File: src/rtl/difftest_deferred_pkg.sv
// Shared types, default widths and the saturating-add helper for the
// deferred step batcher.
package difftest_deferred_pkg;

    localparam int unsigned DEF_NUM_CORES       = 1;
    localparam int unsigned DEF_STEP_WIDTH      = 8;
    localparam int unsigned DEF_ACC_WIDTH       = 16;
    localparam int unsigned DEF_BATCH_THRESHOLD = 64;
    localparam int unsigned DEF_TIMEOUT_CYCLES  = 1024;
    localparam int unsigned DEF_RESULT_WIDTH    = 8;

    // Widest accumulator the saturating helper supports.
    localparam int unsigned SAT_MAX_W = 32;

    typedef enum logic [1:0] {
        ACCUM  = 2'd0,
        FLUSH  = 2'd1,
        HALTED = 2'd2
    } state_t;

    typedef struct packed {
        logic                 ovf;
        logic [SAT_MAX_W-1:0] sum;
    } sat_t;

    function automatic sat_t sat_add(input logic [SAT_MAX_W-1:0] a,
                                     input logic [SAT_MAX_W-1:0] b,
                                     input int unsigned          width);
        logic [SAT_MAX_W:0] full;
        logic [SAT_MAX_W:0] lim;
        sat_t               r;
        full = {1'b0, a} + {1'b0, b};
        lim  = ((SAT_MAX_W+1)'(1) << width) - (SAT_MAX_W+1)'(1);
        if (full > lim) begin
            r.ovf = 1'b1;
            r.sum = lim[SAT_MAX_W-1:0];
        end else begin
            r.ovf = 1'b0;
            r.sum = full[SAT_MAX_W-1:0];
        end
        return r;
    endfunction

endpackage

File: src/rtl/deferred_step_acc.sv
// Single-channel saturating step accumulator. Exposes the post-update sum so
// the caller can snapshot it in the same cycle it clears the register.
module deferred_step_acc
    import difftest_deferred_pkg::*;
#(
    parameter int unsigned STEP_WIDTH = DEF_STEP_WIDTH,
    parameter int unsigned ACC_WIDTH  = DEF_ACC_WIDTH,
    parameter int unsigned THRESHOLD  = DEF_BATCH_THRESHOLD
) (
    input  logic                  clock,
    input  logic                  reset,
    input  logic [STEP_WIDTH-1:0] step,
    input  logic                  clear,
    output logic [ACC_WIDTH-1:0]  sum,
    output logic                  above,
    output logic                  overflow
);

    logic [ACC_WIDTH-1:0] acc_q;
    logic                 ovf_q;
    sat_t                 sat;

    // NOTE: every output of a combinational block is assigned on every path
    // (here unconditionally) so no latch can be inferred.
    always_comb begin
        sat      = sat_add(SAT_MAX_W'(acc_q), SAT_MAX_W'(step), ACC_WIDTH);
        sum      = ACC_WIDTH'(sat.sum);
        overflow = ovf_q | sat.ovf;
        above    = SAT_MAX_W'(sum) >= SAT_MAX_W'(THRESHOLD);
    end

    // NOTE: sequential state uses non-blocking assignments so all registers
    // update together from pre-edge values.
    always_ff @(posedge clock or negedge reset) begin
        if (!reset) begin
            acc_q <= '0;
            ovf_q <= 1'b0;
        end else if (clear) begin
            acc_q <= '0;
            ovf_q <= 1'b0;
        end else begin
            acc_q <= sum;
            ovf_q <= overflow;
        end
    end

endmodule

File: src/rtl/deferred_step_batcher.sv
// Batches per-core commit step counts into valid/ready flush records and
// latches the first non-zero deferred result from the host.
module deferred_step_batcher
    import difftest_deferred_pkg::*;
#(
    parameter int unsigned NUM_CORES       = DEF_NUM_CORES,
    parameter int unsigned STEP_WIDTH      = DEF_STEP_WIDTH,
    parameter int unsigned ACC_WIDTH       = DEF_ACC_WIDTH,
    parameter int unsigned BATCH_THRESHOLD = DEF_BATCH_THRESHOLD,
    parameter int unsigned TIMEOUT_CYCLES  = DEF_TIMEOUT_CYCLES,
    parameter int unsigned RESULT_WIDTH    = DEF_RESULT_WIDTH
) (
    input  logic                           clock,
    input  logic                           reset,
    input  logic [NUM_CORES*STEP_WIDTH-1:0] step,
    input  logic                           force_flush,
    output logic                           flush_valid,
    input  logic                           flush_ready,
    output logic [NUM_CORES*ACC_WIDTH-1:0] flush_steps,
    output logic                           flush_overflow,
    input  logic                           result_valid,
    input  logic [RESULT_WIDTH-1:0]        result_data,
    output logic [RESULT_WIDTH-1:0]        simv_result,
    output logic                           halted
);

    localparam int unsigned TIMER_W = (TIMEOUT_CYCLES > 1) ? $clog2(TIMEOUT_CYCLES) : 1;

    state_t                         state_q;
    state_t                         state_d;
    logic [NUM_CORES*ACC_WIDTH-1:0] sum_all;
    logic [NUM_CORES-1:0]           above;
    logic [NUM_CORES-1:0]           ovf;
    logic [NUM_CORES-1:0]           nonzero;
    logic [TIMER_W-1:0]             timer_q;
    logic                           any_nonzero;
    logic                           timeout_hit;
    logic                           trigger;
    logic                           result_hit;
    logic                           capture;
    logic                           acc_clear;

    for (genvar i = 0; i < NUM_CORES; i++) begin : g_core
        deferred_step_acc #(
            .STEP_WIDTH (STEP_WIDTH),
            .ACC_WIDTH  (ACC_WIDTH),
            .THRESHOLD  (BATCH_THRESHOLD)
        ) u_acc (
            .clock    (clock),
            .reset    (reset),
            .step     (step[i*STEP_WIDTH +: STEP_WIDTH]),
            .clear    (acc_clear),
            .sum      (sum_all[i*ACC_WIDTH +: ACC_WIDTH]),
            .above    (above[i]),
            .overflow (ovf[i])
        );
        assign nonzero[i] = |sum_all[i*ACC_WIDTH +: ACC_WIDTH];
    end

    assign any_nonzero = |nonzero;
    assign timeout_hit = (TIMEOUT_CYCLES != 0) && (timer_q == TIMER_W'(TIMEOUT_CYCLES - 1));
    // Gating on any_nonzero suppresses empty records from force_flush.
    assign trigger     = any_nonzero && ((|above) || force_flush || timeout_hit);
    assign result_hit  = result_valid && (result_data != '0) && !halted;

    always_ff @(posedge clock or negedge reset) begin
        if (!reset) state_q <= ACCUM;
        else        state_q <= state_d;
    end

    always_comb begin
        state_d = state_q;
        unique case (state_q)
            ACCUM: begin
                if (result_hit)   state_d = HALTED;
                else if (trigger) state_d = FLUSH;
            end
            FLUSH: begin
                if (flush_ready) state_d = (halted || result_hit) ? HALTED : ACCUM;
            end
            HALTED:  state_d = HALTED;
            default: state_d = ACCUM;
        endcase
    end

    // Once a result is latched the accumulators are held clear, even while a
    // record is still waiting for its handshake.
    always_comb begin
        flush_valid = 1'b0;
        capture     = 1'b0;
        acc_clear   = 1'b0;
        unique case (state_q)
            ACCUM: begin
                capture   = trigger && !result_hit;
                acc_clear = capture || result_hit;
            end
            FLUSH: begin
                flush_valid = 1'b1;
                acc_clear   = halted || result_hit;
            end
            default: acc_clear = 1'b1;
        endcase
    end

    always_ff @(posedge clock or negedge reset) begin
        if (!reset) begin
            timer_q <= '0;
        end else if (capture || state_q != ACCUM) begin
            timer_q <= '0;
        end else if (any_nonzero && TIMEOUT_CYCLES != 0) begin
            timer_q <= timer_q + TIMER_W'(1);
        end
    end

    always_ff @(posedge clock or negedge reset) begin
        if (!reset) begin
            flush_steps    <= '0;
            flush_overflow <= 1'b0;
        end else if (capture) begin
            flush_steps    <= sum_all;
            flush_overflow <= |ovf;
        end
    end

    always_ff @(posedge clock or negedge reset) begin
        if (!reset) begin
            simv_result <= '0;
            halted      <= 1'b0;
        end else if (result_hit) begin
            simv_result <= result_data;
            halted      <= 1'b1;
        end
    end

endmodule
File: config.mk
export PLATFORM = sky130hd
export DESIGN_NAME = deferred_step_batcher
export DESIGN_NICKNAME = d
export VERILOG_FILES = /design/src/rtl/difftest_deferred_pkg.sv /design/src/rtl/deferred_step_acc.sv /design/src/rtl/deferred_step_batcher.sv
export SDC_FILE = /design/constraint.sdc
export NUM_CORES = 1
export LEC_CHECK = 0
export BUFFER_PORTS_ARGS = -buffer_cell sky130_fd_sc_hd__buf_2
export CORE_MARGIN = 8
export CORE_UTILIZATION = 40
export DETAILED_ROUTE_END_ITERATION = 8
export GPL_TIMING_DRIVEN = 0
export SYNTH_ARGS = -nofsm -noshare
export SYNTH_HDL_FRONTEND = slang
export SYNTH_SLANG_ARGS = --single-unit
File: constraint.sdc
create_clock -name clock -period 3.35 [get_ports clock]
set_input_delay 0.335 -clock clock [delete_from_list [all_inputs] [get_ports clock]]
set_output_delay 0.335 -clock clock [all_outputs]
set_load 0.05 [all_outputs]
# Word-level counts from Yosys, hierarchy flattened
# Cells that the tools add are included.
dict set report word_totals {
  ff_bits 55
  input_bits 21
  out_inout_bits 27
  word_cells 48
}
dict set report op_classes {
  addsub 2
  order_cmp 2
  n_eq_ne 5
  mux 13
  bitwise_logic 1
  n_reduce_logical 17
}
# cell n
set op_table {}
lappend op_table {{$gt 33x16->1 const B} 1}
lappend op_table {{$mux 33} 1}
lappend op_table {{$mux 10} 2}
lappend op_table {{$add 16x8->17} 1}
lappend op_table {{$ge 16x7->1 const B} 1}
lappend op_table {{$mux 16} 1}
lappend op_table {{$reduce_or 16->1} 1}
lappend op_table {{$add 10x1->10 const B} 1}
lappend op_table {{$eq 10x10->1 const B} 1}
lappend op_table {{$mux 2} 4}
lappend op_table {{$reduce_bool 8->1} 1}
lappend op_table {{$pmux 2 s3} 1}
lappend op_table {{$logic_or 1x1->1} 5}
lappend op_table {{$logic_and 1x1->1} 4}
lappend op_table {{$reduce_bool 2->1} 2}
lappend op_table {{$mux 1} 3}
lappend op_table {{$ne 3x3->1 const B} 1}
lappend op_table {{$eq 2x1->1 const B} 1}
lappend op_table {{$eq 2x2->1 const B} 1}
lappend op_table {{$logic_not 1->1} 2}
lappend op_table {{$logic_not 2->1} 1}
lappend op_table {{$ne 2x2->1 const B} 1}
lappend op_table {{$pmux 1 s2} 1}
lappend op_table {{$reduce_and 2->1} 1}
lappend op_table {{$or 1x1->1} 1}

# Depth between registers and ports, before layout
# Gate-level depths: netlist of run 1.
dict set report depth {
  depth_word 11
  depth_mapped 13
  depth_no_buf 11
}

# By module
# A second synthesis of run 1 with hierarchy kept.
dict set report unflattened {
  hier_cells 291
  hier_area_um2 3081.7
}
# mod n_inst cells_each area_each_um2
set by_module_without_submodules {}
lappend by_module_without_submodules {deferred_step_batcher 1 148 1805.5}
lappend by_module_without_submodules {deferred_step_acc 1 143 1276.2}

# Worst setup path after synthesis of run 1
# No wires, ideal clock.
dict set report synth_path {
  kind {input port to flip-flop}
  from {in step[0]}
  to {reg flush_steps[14]}
  setup_time_ns 0.125
  arrival_ns 3.034
  t_required_ns 3.225
  setup_slack_ns 0.191
  path_stages 13
  path_buffers 2
  cell_sequence {ha_1 > inv_1 > fa_1 > nand2b_1 > a21oi_1 > o211ai_2 > nor4b_1 > o22ai_1 > nor3_2 > or4_1 > buf_6 > buf_8 > mux2_4}
}
dict set report synth_via {
  elab_chain_len 9
}
# item line
set synth_rtl {}
lappend synth_rtl {{start, declared} deferred_step_batcher.sv:15} ;# input logic [NUM_CORES*STEP_WIDTH-1:0] step,
lappend synth_rtl {{$add 16x8->17 *} difftest_deferred_pkg.sv:32} ;# full = {1'b0, a} + {1'b0, b};
lappend synth_rtl {{$gt 33x16->1} difftest_deferred_pkg.sv:34} ;# if (full > lim) begin
lappend synth_rtl {{$mux 33 *} difftest_deferred_pkg.sv:34}
lappend synth_rtl {{$ge 16x7->1} deferred_step_acc.sv:29} ;# above = SAT_MAX_W'(sum) >= SAT_MAX_W'(THRESHOLD);
lappend synth_rtl {{$logic_or 1x1->1 (2 in a row)} deferred_step_batcher.sv:63} ;# assign trigger = any_nonzero && ((|above) || force_flush || timeout_hit);
lappend synth_rtl {{$logic_and 1x1->1} deferred_step_batcher.sv:63}
lappend synth_rtl {{$logic_and 1x1->1} deferred_step_batcher.sv:94} ;# capture = trigger && !result_hit;
lappend synth_rtl {{$mux 1} deferred_step_batcher.sv:92} ;# unique case (state_q)
lappend synth_rtl {{end signal, assigned} deferred_step_batcher.sv:120} ;# flush_steps <= sum_all;
lappend synth_rtl {{end, declared} deferred_step_batcher.sv:19} ;# output logic [NUM_CORES*ACC_WIDTH-1:0] flush_steps,
# Mark *: on every way between the ends. The rest lies on a longest branch, timed or not.
# A chain may end at the register's enable or synchronous reset.

# Worst setup path after layout of run 1
dict set report layout_path {
  from {reg g_core[0].u_acc.acc_q[5]}
  to {reg flush_steps[14]}
}
dict set report layout_via {
  elab_chain_len 9
}
# item line
set layout_rtl {}
lappend layout_rtl {{start, declared} deferred_step_acc.sv:19} ;# logic [ACC_WIDTH-1:0] acc_q;
lappend layout_rtl {{start signal, assigned} deferred_step_acc.sv:42} ;# acc_q <= sum;
lappend layout_rtl {{$add 16x8->17 *} difftest_deferred_pkg.sv:32}
lappend layout_rtl {{$gt 33x16->1} difftest_deferred_pkg.sv:34}
lappend layout_rtl {{$mux 33 *} difftest_deferred_pkg.sv:34}
lappend layout_rtl {{$ge 16x7->1} deferred_step_acc.sv:29}
lappend layout_rtl {{$logic_or 1x1->1 (2 in a row)} deferred_step_batcher.sv:63}
lappend layout_rtl {{$logic_and 1x1->1} deferred_step_batcher.sv:63}
lappend layout_rtl {{$logic_and 1x1->1} deferred_step_batcher.sv:94}
lappend layout_rtl {{$mux 1} deferred_step_batcher.sv:92}
# Marks and branches as above.

==> run_results.csv, run 1 <==
group,metric,value,unit
synthesis,async_flop_share,100,%
final_layout,regArea,0.00138,mm2
clock_network,htree_levels,2,
detailed_routing,wl,6580,um
critical_path,end_kind,"flop",
timing,worst_slew_pin_slew,0.682,ns
power,power_density,658,mW/mm2
clock_network,ctsHoldBuffers,0,
detailed_routing,vias_per_cell,5.24,
global_route,antenna_found_initial,0,
clock_network,clockBufferDepth,2,
run_status,status,"completed",
detailed_routing,vias,2341,
global_route,grt_pass1_vias,2476,
detailed_routing,routedWlPerCell,14.7,um
clock_network,cts.sinks,55,
floorplan,initial_core_util,41.3,%
final_layout,final_cell_mix,"dfrtp_1 (55), buf_2 (46), nor2_1 (31)",
detailed_routing,dr.pass1.iters,4,
floorplan,die_w,103,um
final_layout,final_common_cell,"dfrtp_1",
timing,slew-limit-headroom,54.6,%
critical_path,slowest_delay,0.42,ns
placed_design,portBuffers,47,
clock_network,cts_root_buf,"clkbuf_8",
critical_path,crit_path_top_delay_cell,"or4_1",
synthesis,ys_types,53,
synthesis,ys_ff_latch,55,
floorplan,core,0.00725,mm2
power,p_comb_share,48.2,%
synthesis,synth_fp_nets,319,
floorplan,io-pin-count,48,
synthesis,syn_inst,288,
power,p_seq_share,35.0,%
synthesis,synth.avg_cell_area,10.4,um2
global_route,gr-total-overflow,0,
worst_hold_path,hp-class,"in2async",
final_layout,fillers,688,
power,power_frac_clock,16.9,%
power,intPower,0.00138,W
global_route,track_usage,13.3,%
detailed_routing,drc,0,
final_layout,final_util,50.2,%
global_route,grt_first_pass_wirelength,11200,um
final_layout,area_growth,21.5,%
detailed_routing,drtAntennaViolNets,0,
synthesis,synth_area,0.00300,mm2
detailed_routing,drt-initial-drc-count,68,
clock_network,clk_latency,0.30,ns
critical_path,critPathMaxFanout,10,
clock_network,clkSlewWorstSetupHoldPaths,0.10,ns
synthesis,yosysSeqAreaShare,45.9,%
placed_design,gp_congestion,0.837,
timing,hold_viol,0,
final_layout,design_area,0.00364,mm2
timing,fin_crit,3.25,ns
final_layout,multiInputGateArea,0.00167,mm2
power,peakVddDrop,0.422,mV
critical_path,reg2reg_from,"g_core[0].u_acc.acc_q[5]",
floorplan,die_area,0.0105,mm2
timing,fin_crit_sh,96.9,%
timing,clock_skew,0.00527,ns
clock_network,cts_tree,"built",
critical_path,cp_cell_sequence,"ha_1 -> and3_4 -> or3b_4 -> a21o_1 -> mux2i_1 -> nand4_1 -> buf_4 -> nor3_4 -> or4_1 -> buf_6 -> buf_8 -> mux2_4",
critical_path,cp.required,3.55,ns
timing,max_freq,308,MHz
critical_path,crit_start,"g_core[0].u_acc.acc_q[5]",
floorplan,die_h,103,um
timing,tns,0,ns
critical_path,path_class,"reg2reg",
timing,setup_viol,0,
global_route,grt_start_max_net_pins,56,
synthesis,ys.flop_type,"dfrtp_1",
critical_path,worstPathArrival,3.45,ns
floorplan,rows,31,
final_layout,num-nets-final,378,
synthesis,yosysWarnings,0,
power,p_switching,0.00101,W
placed_design,dp_hpwl,4820,um
final_layout,instances_no_fill,447,
timing,drv_slew,0,
synthesis,synth_edf_count,0,
power,switching_share,42.2,%
final_layout,drive_above_1_share,31.3,%
flow_run,cap_viol_max_count,0,
final_layout,diodes,0,
power,p_leak,1.70,nW
placed_design,placed_area,0.00336,mm2
placed_design,placed_cells,434,
critical_path,worstSetupStartpointType,"flop",
clock_network,cts_buffers,5,
[synthesized netlist by cell type, types with 3 or more instances]
master,n,area share (%)
nor3b_1,3,0.75
and3_1,4,0.83
nand4_1,4,0.83
xnor2_1,5,1.5
o21ai_1,4,0.67
clkbuf_1,5,0.63
a21o_1,4,1.0
ha_1,9,3.8
a21oi_1,20,3.3
mux2i_1,15,5.0
nand2_1,20,2.5
inv_1,13,1.6
nand3_1,5,0.83
dfrtp_1,55,46
nand2b_1,5,1.0
xor2_1,5,1.5
mux2_2,16,6.0
nor2_1,31,3.9
or4_1,8,2.0
o21ai_0,6,1.0
o31ai_1,5,1.3
[power groups by stage]
| stage | sequential, W | combinational [W] | clock, W |
|---|---|---|---|
| 2_1_floorplan | 0.00108 | 0.000591 | 0 |
| 3_3_place_gp | 0.000849 | 0.00105 | 0 |
| 3_5_place_dp | 0.000852 | 0.00107 | 0 |
| 4_1_cts | 0.000840 | 0.00110 | 0.000420 |
| 5_1_grt | 0.000857 | 0.00125 | 0.000446 |
| 6_report | 0.000838 | 0.00115 | 0.000404 |
[per-layer routing]
metal	up-vias	track usage, %	wire [um]
li1	1164	-	-
met1	1118	15.6	2970
met2	52	23.8	3220
met3	7	3.31	342
met4	0	2.93	51
met5	-	0	0
[path summary, 6_finish.rpt]
kind / to / depth (start not counted) / slack (ns)
min in group clock: simv_result[6] / 2 / 0.27
hold / removal: flush_steps[2] / 1 / 0.07
hold reg to reg: g_core[0].u_acc.ovf_q / 2 / 0.50
setup reg to reg: flush_steps[14] / 12 / 0.10
setup / recovery: flush_steps[14] / 12 / 0.10
max in group asynchronous: timer_q[9] / 1 / 2.84
[worst max-delay path: cells and delay by family, from the launching register on]
| kind | cells | cell delay [ns] |
|---|---|---|
| flops | 1 | 0.38 |
| mux | 2 | 0.44 |
| simple gates | 5 | 1.24 |
| compound gates | 1 | 0.22 |
| fa+ha+maj | 1 | 0.39 |
| buf+inv | 3 | 0.47 |
[state kept, by name, summed over array words and instances (netlist names)]
signal and count:
flush_steps 16, g_core.u_acc.acc_q 16, timer_q 10, simv_result 8, state_q 2, flush_overflow 1
g_core.u_acc.ovf_q 1, halted 1
[final cells by class]
cell class	count	share of cell area, %
buffer	7	1.27
clock buffer	7	2.64
clock inverter	1	0.206
inverter	13	1.34
multi-input combinational	213	45.8
sequential	55	37.8
tap	99	3.40
timing repair buffer	52	7.55
[logic make-up after synthesis]
| logic type | count (synthesis) | synth area share (%) |
|---|---|---|
| muxes | 32 | 11.5 |
| DFF | 55 | 45.9 |
| buffers and inverters | 20 | 3.13 |
| adders and majority gates | 10 | 4.42 |
| and+or+nand+nor | 100 | 17.9 |
| xor gates and xnor gates | 10 | 2.92 |
| AOI/OAI and AO/OA | 61 | 14.3 |
[timing repair]
action                     4_1_cts  5_1_grt
setup endpoints to repair       37       37
pin swaps                        3        3
hold endpoints to repair         0        0
buffers inserted                 3        2
resized for setup               11       15
[per-stage QoR]
step / power (W) / worst slack (ns) / hold WS (ns)
after global placement: 0.00190 / -0.389 / 0.470
after global routing: 0.00255 / -0.000790 / 0.131
after detailed placement: 0.00192 / -0.457 / 0.479
after floorplan: 0.00167 / 0.191 / 0.0394
final: 0.00240 / 0.103 / 0.0721
after CTS: 0.00236 / 0.0495 / 0.254
(Power assumes the default switching activity.)
==> inputs of run 2 (changes only) <==
--- a/config.mk
+++ b/config.mk
@@ -7,9 +7,11 @@
 export LEC_CHECK = 0
 export BUFFER_PORTS_ARGS = -buffer_cell sky130_fd_sc_hd__buf_2
 export CORE_MARGIN = 8
-export CORE_UTILIZATION = 40
+export CORE_UTILIZATION = 35
+export CTS_CLUSTER_SIZE = 25
 export DETAILED_ROUTE_END_ITERATION = 8
 export GPL_TIMING_DRIVEN = 0
+export SKIP_LAST_GASP = 1
 export SYNTH_ARGS = -nofsm -noshare
 export SYNTH_HDL_FRONTEND = slang
 export SYNTH_SLANG_ARGS = --single-unit
==> run 2 against run 1 <==
  * Global-route usage down 1.5 points
  * Critical path depth is 1 lower
  * Cell count increased by 1.3%
  * Fmax is 0.54% higher
  * Worst setup slack improved by 0.018 ns
  * Worst hold slack hardly changed
  * Largest power group unchanged
==> run_results.csv, run 2 (synthesis gave the netlist of run 1 again) <==
group,metric,value,unit
final_layout,num-nets-final,378,
final_layout,area_growth,20.9,%
timing,drv_slew,0,
critical_path,reg2reg_slack,0.12,ns
clock_network,htree_levels,2,
clock_network,cts.sinks,55,
final_layout,drive_above_1_share,31.3,%
final_layout,diodes,0,
final_layout,final_util,43.9,%
critical_path,crit_end,"flush_steps[14]",
placed_design,gp_congestion,0.821,
placed_design,dp_hpwl,4960,um
timing,slew-limit-headroom,53.1,%
detailed_routing,vias,2353,
timing,max_freq,310,MHz
critical_path,crit_start,"g_core[0].u_acc.acc_q[7]",
global_route,track_usage,11.8,%
flow_run,cap_viol_max_count,0,
critical_path,cp_cell_sequence,"ha_1 -> and3_1 -> or3b_4 -> a21o_1 -> mux2i_1 -> nand4_1 -> nor3_4 -> or4_1 -> buf_6 -> buf_8 -> mux2_4",
timing,fin_crit_sh,96.4,%
detailed_routing,drc,0,
floorplan,core,0.00826,mm2
detailed_routing,dr.pass1.iters,4,
power,power_density,653,mW/mm2
critical_path,path_class,"reg2reg",
detailed_routing,vias_per_cell,5.19,
clock_network,cts_buffers,5,
clock_network,clk_latency,0.31,ns
timing,rsz0062_at_grt,"false",
global_route,grt_first_pass_wirelength,11400,um
clock_network,clockBufferDepth,2,
floorplan,die_area,0.0118,mm2
power,p_total,0.00237,W
worst_hold_path,hp-class,"in2async",
global_route,grt_start_max_net_pins,56,
clock_network,clkSlewWorstSetupHoldPaths,0.11,ns
detailed_routing,drtAntennaViolNets,0,
final_layout,instances_no_fill,453,
floorplan,initial_core_util,36.3,%
critical_path,worstReg2RegEnd,"flush_steps[14]",
critical_path,slowest_delay,0.42,ns
final_layout,final_common_cell,"dfrtp_1",
critical_path,critPathMaxFanout,10,
timing,clock_skew,0.00959,ns
critical_path,reg2regPathDepth,11,
timing,fin_crit,3.23,ns
critical_path,reg2reg_from,"g_core[0].u_acc.acc_q[7]",
final_layout,final_cell_mix,"dfrtp_1 (55), buf_2 (46), nor2_1 (31)",
global_route,gr-total-overflow,0,
final_layout,design_area,0.00362,mm2
floorplan,die_h,109,um
detailed_routing,routedWlPerCell,14.9,um
timing,setup_viol,0,
critical_path,worstSetupStartpointType,"flop",
placed_design,portBuffers,47,
clock_network,ctsHoldBuffers,0,
placed_design,placed_cells,440,
timing,hold_viol,0,
final_layout,reg_top3,"flush_steps: 16 flops, g_core.u_acc.acc_q: 16 flops, timer_q: 10 flops",
clock_network,cts_tree,"built",
floorplan,io-pin-count,48,
timing,worst_slew_pin_slew,0.703,ns
global_route,antenna_found_initial,0,
floorplan,die_w,109,um
run_status,status,"completed",
critical_path,worstPathArrival,3.43,ns
detailed_routing,drt-initial-drc-count,47,
critical_path,end_kind,"flop",
critical_path,cp.required,3.55,ns
power,peakVddDrop,0.278,mV
global_route,grt_pass1_vias,2396,
critical_path,crit_path_top_delay_cell,"or3b_4",
detailed_routing,wl,6750,um
placed_design,placed_area,0.00337,mm2
floorplan,rows,33,
clock_network,cts_root_buf,"clkbuf_8",
power,p_leak,1.70,nW
[run 2: layer usage]
metal | GRT usage, % | up-vias | share of wire (%)
li1 | - | 1158 | -
met1 | 14.6 | 1144 | 45
met2 | 19.8 | 45 | 48
met3 | 3.57 | 6 | 5.8
met4 | 2.64 | 0 | 0.96
met5 | 0 | - | 0
[run 2: what timing repair did]
item	in CTS	in global routing
pin swaps	2	5
setup endpoints to repair	38	27
gates resized for setup	10	15
setup buffers	2	3
[run 2: worst min-delay path by stage]
stage,end,slack (ns),cells past startpoint
floorplan,flush_overflow,0.04,0
global placement,g_core[0].u_acc.ovf_q,0.47,2
detailed placement,flush_steps[13],0.49,1
CTS,simv_result[7],0.24,2
global route,flush_steps[15],0.13,1
finish,flush_steps[15],0.07,1
[run 2: cell type report]
class | instances | area (um2)
multi-input combinational | 213 | 1650
sequential | 55 | 1380
clock inverter | 3 | 27.5
inverter | 13 | 48.8
clock buffer | 5 | 68.8
timing repair buffer | 52 | 275
tap | 105 | 131
buffer | 7 | 46.3
fill | 819 | 4630
[run 2: where the power goes]
group	leakage [nW]	internal, W	switching (W)
combinational	0.929	0.000402	0.000724
sequential	0.726	0.000775	0.0000657
clock	0.0467	0.000156	0.000243
[run 2: critical path: cells and delay by family (launching register included)]
kind / cells / cell delay [ns]
compound gates: 1 / 0.25
mux: 2 / 0.42
fa+ha+maj: 1 / 0.41
simple gates: 5 / 1.36
buf+inv: 2 / 0.31
flops: 1 / 0.39
[run 2: stage by stage]
stage | setup slack (ns) | setup TNS [ns] | hold WS, ns
after floorplan | 0.191 | 0 | 0.0394
after global placement | -0.386 | -8.86 | 0.467
after detailed placement | -0.481 | -12.82 | 0.491
after CTS | 0.0192 | 0 | 0.244
after global routing | 0.00473 | 0 | 0.128
final | 0.120 | 0 | 0.0720
==> inputs of run 3 (changes only) <==
--- a/config.mk
+++ b/config.mk
@@ -5,11 +5,10 @@
 export SDC_FILE = /design/constraint.sdc
 export NUM_CORES = 1
 export LEC_CHECK = 0
-export BUFFER_PORTS_ARGS = -buffer_cell sky130_fd_sc_hd__buf_2
 export CORE_MARGIN = 8
 export CORE_UTILIZATION = 35
-export CTS_CLUSTER_SIZE = 25
 export DETAILED_ROUTE_END_ITERATION = 8
+export DONT_BUFFER_PORTS = 1
 export GPL_TIMING_DRIVEN = 0
 export SKIP_LAST_GASP = 1
 export SYNTH_ARGS = -nofsm -noshare
==> run 3 against run 2 <==
  * Register-to-register slack worse by 0.03 ns
  * Global-route usage is 0.18 points lower
  * Sequential power is 30% higher
  * Power is 1.5% lower
  * Worst hold slack better by 0.086 ns
  * Critical path depth stayed put
  * Clock power is 2% lower
  * Utilization is 1.6 points lower
  * Non-clock buffer count is 44 lower
  * Final area is 3.7% lower
  * Routed wire length is 1.2% higher
  * Count of clock-buffer cells in the layout stayed put
  * Largest power group is now registers
==> run_results.csv, run 3 (synthesis gave the netlist of run 1 again) <==
group,metric,value,unit
placed_design,portBuffers,0,
detailed_routing,dr_wl_met3,494,um
global_route,gr-total-overflow,0,
detailed_routing,vias_per_cell,5.40,
clock_network,cts.sinks,55,
timing,hold_viol,0,
power,power_frac_clock,16.8,%
final_layout,fillers,816,
floorplan,die_w,109,um
power,p_total,0.00233,W
global_route,grt_pass1_vias,2251,
global_route,grt_first_pass_wirelength,11000,um
timing,worst_slew_pin_slew,0.985,ns
critical_path,worstSetupStartpointType,"flop",
timing,drv_slew,0,
floorplan,core,0.00826,mm2
critical_path,end_kind,"flop",
flow_run,cap_viol_max_count,0,
timing,clock_skew,0.0103,ns
final_layout,num-nets-final,334,
final_layout,final_cell_mix,"dfrtp_1 (55), nor2_1 (31), nand2_1 (20)",
worst_hold_path,hp-class,"in2reg",
final_layout,drive_above_1_share,21.4,%
floorplan,io-pin-count,48,
clock_network,clkSlewWorstSetupHoldPaths,0.11,ns
placed_design,dp_hpwl,4810,um
power,switching_share,44.2,%
power,intPower,0.00130,W
critical_path,critPathMaxFanout,10,
power,power_density,668,mW/mm2
run_status,status,"completed",
placed_design,placed_area,0.00313,mm2
power,p_seq_share,46.8,%
critical_path,reg2reg_slack,0.09,ns
final_layout,area_growth,16.4,%
power,peakVddDrop,0.270,mV
detailed_routing,drc,0,
critical_path,crit_end,"flush_steps[14]",
detailed_routing,routedWlPerCell,16.7,um
floorplan,die_h,109,um
timing,slew-limit-headroom,34.2,%
timing,fin_crit_sh,97.2,%
critical_path,worstPathArrival,3.46,ns
floorplan,initial_core_util,36.3,%
critical_path,worstReg2RegEnd,"flush_steps[14]",
final_layout,instances_no_fill,409,
final_layout,multiInputGateArea,0.00171,mm2
clock_network,clockBufferDepth,2,
detailed_routing,dr.pass1.iters,4,
placed_design,gp_congestion,0.827,
timing,holdWs,0.158,ns
global_route,track_usage,11.7,%
detailed_routing,drtAntennaViolNets,0,
final_layout,design_area,0.00349,mm2
detailed_routing,wl_met2,3350,um
global_route,antenna_found_initial,0,
final_layout,final_common_cell,"dfrtp_1",
timing,fin_crit,3.26,ns
critical_path,crit_start,"g_core[0].u_acc.acc_q[3]",
clock_network,cts_root_buf,"clkbuf_8",
power,p_comb_share,36.4,%
final_layout,reg_top3,"flush_steps: 16 flops, g_core.u_acc.acc_q: 16 flops, timer_q: 10 flops",
critical_path,path_class,"reg2reg",
detailed_routing,wl_met1,2880,um
timing,layout_setup_ws,0.0935,ns
final_layout,diodes,0,
detailed_routing,drt-initial-drc-count,74,
placed_design,pre_cts_ws,-0.306,ns
clock_network,htree_levels,2,
timing,setup_viol,0,
floorplan,die_area,0.0118,mm2
clock_network,cts_buffers,5,
detailed_routing,vias,2208,
final_layout,regArea,0.00138,mm2
power,p_switching,0.00103,W
clock_network,clk_latency,0.32,ns
placed_design,placed_cells,393,
clock_network,cts_tree,"built",
global_route,grt_start_max_net_pins,56,
timing,max_freq,307,MHz
detailed_routing,top_layer,"met4",
detailed_routing,wl,6830,um
floorplan,rows,33,
power,p_leak,1.52,nW
critical_path,reg2reg_from,"g_core[0].u_acc.acc_q[3]",
critical_path,reg2regPathDepth,11,
critical_path,cp.required,3.56,ns
==> run 3: metrics by stage <==
stage	utilization (%)	TNS (ns)
after detailed placement	37.9	-6.17
after global routing	42.3	-0.0469
after floorplan	-	0
after CTS	39.9	-0.328
final	42.3	0
after global placement	37.9	-5.96
==> run 3: worst max-delay path, cell delays in order (launching register included) <==
cell and delay [ns]:
dfrtp_1 0.38, ha_1 0.34, o211ai_1 0.42, a21oi_4 0.08
o211ai_4 0.25, mux2_2 0.40, o22ai_2 0.17, nor3_4 0.07
or4_1 0.42, buf_6 0.16, buf_8 0.16, mux2_4 0.30
==> run 3: worst min path at each step <==
stage	start	end	cells after the start
after floorplan	reset	flush_overflow	0
after global placement	reset	flush_steps[0]	0
after detailed placement	reset	flush_steps[0]	0
after CTS	flush_ready	state_q[1]	2
after global routing	result_data[7]	simv_result[7]	1
final	flush_ready	state_q[1]	2
==> run 3: final cells by class <==
cell class / count / share of cell area [%]
flip-flops and latches: 55 / 39.4
clock buffers: 5 / 1.97
well taps: 105 / 3.76
clock inverters: 3 / 0.753
repair buffers: 8 / 2.37
plain buffers: 7 / 1.33
multi-input cells: 213 / 49.0
inverters: 13 / 1.40
==> run 3: power by group through the flow <==
stage | Clock, W | Sequential (W) | Combinational (W)
finish | 0.000392 | 0.00109 | 0.000848
global route | 0.000429 | 0.00111 | 0.000937
CTS | 0.000411 | 0.00109 | 0.000750
detailed placement | 0 | 0.00111 | 0.000717
global placement | 0 | 0.00111 | 0.000701
floorplan | 0 | 0.00108 | 0.000591
==> run 3: repair_timing <==
| action | CTS | global route |
|---|---|---|
| hold buffers | 2 | 0 |
| buffers inserted | 1 | 5 |
| hold endpoints to repair | 55 | 0 |
| cloned | 0 | 0 |
| setup endpoints to repair | 37 | 40 |
| gates resized for setup | 5 | 27 |
| pin swaps | 1 | 7 |
==> run 3: per-layer routing <==
| layer | vias up | global-route usage [%] |
|---|---|---|
| met1 | 1082 | 14.1 |
| li1 | 1069 | - |
| met4 | 0 | 3.52 |
| met2 | 49 | 19.2 |
| met3 | 8 | 3.87 |
| met5 | - | 0 |
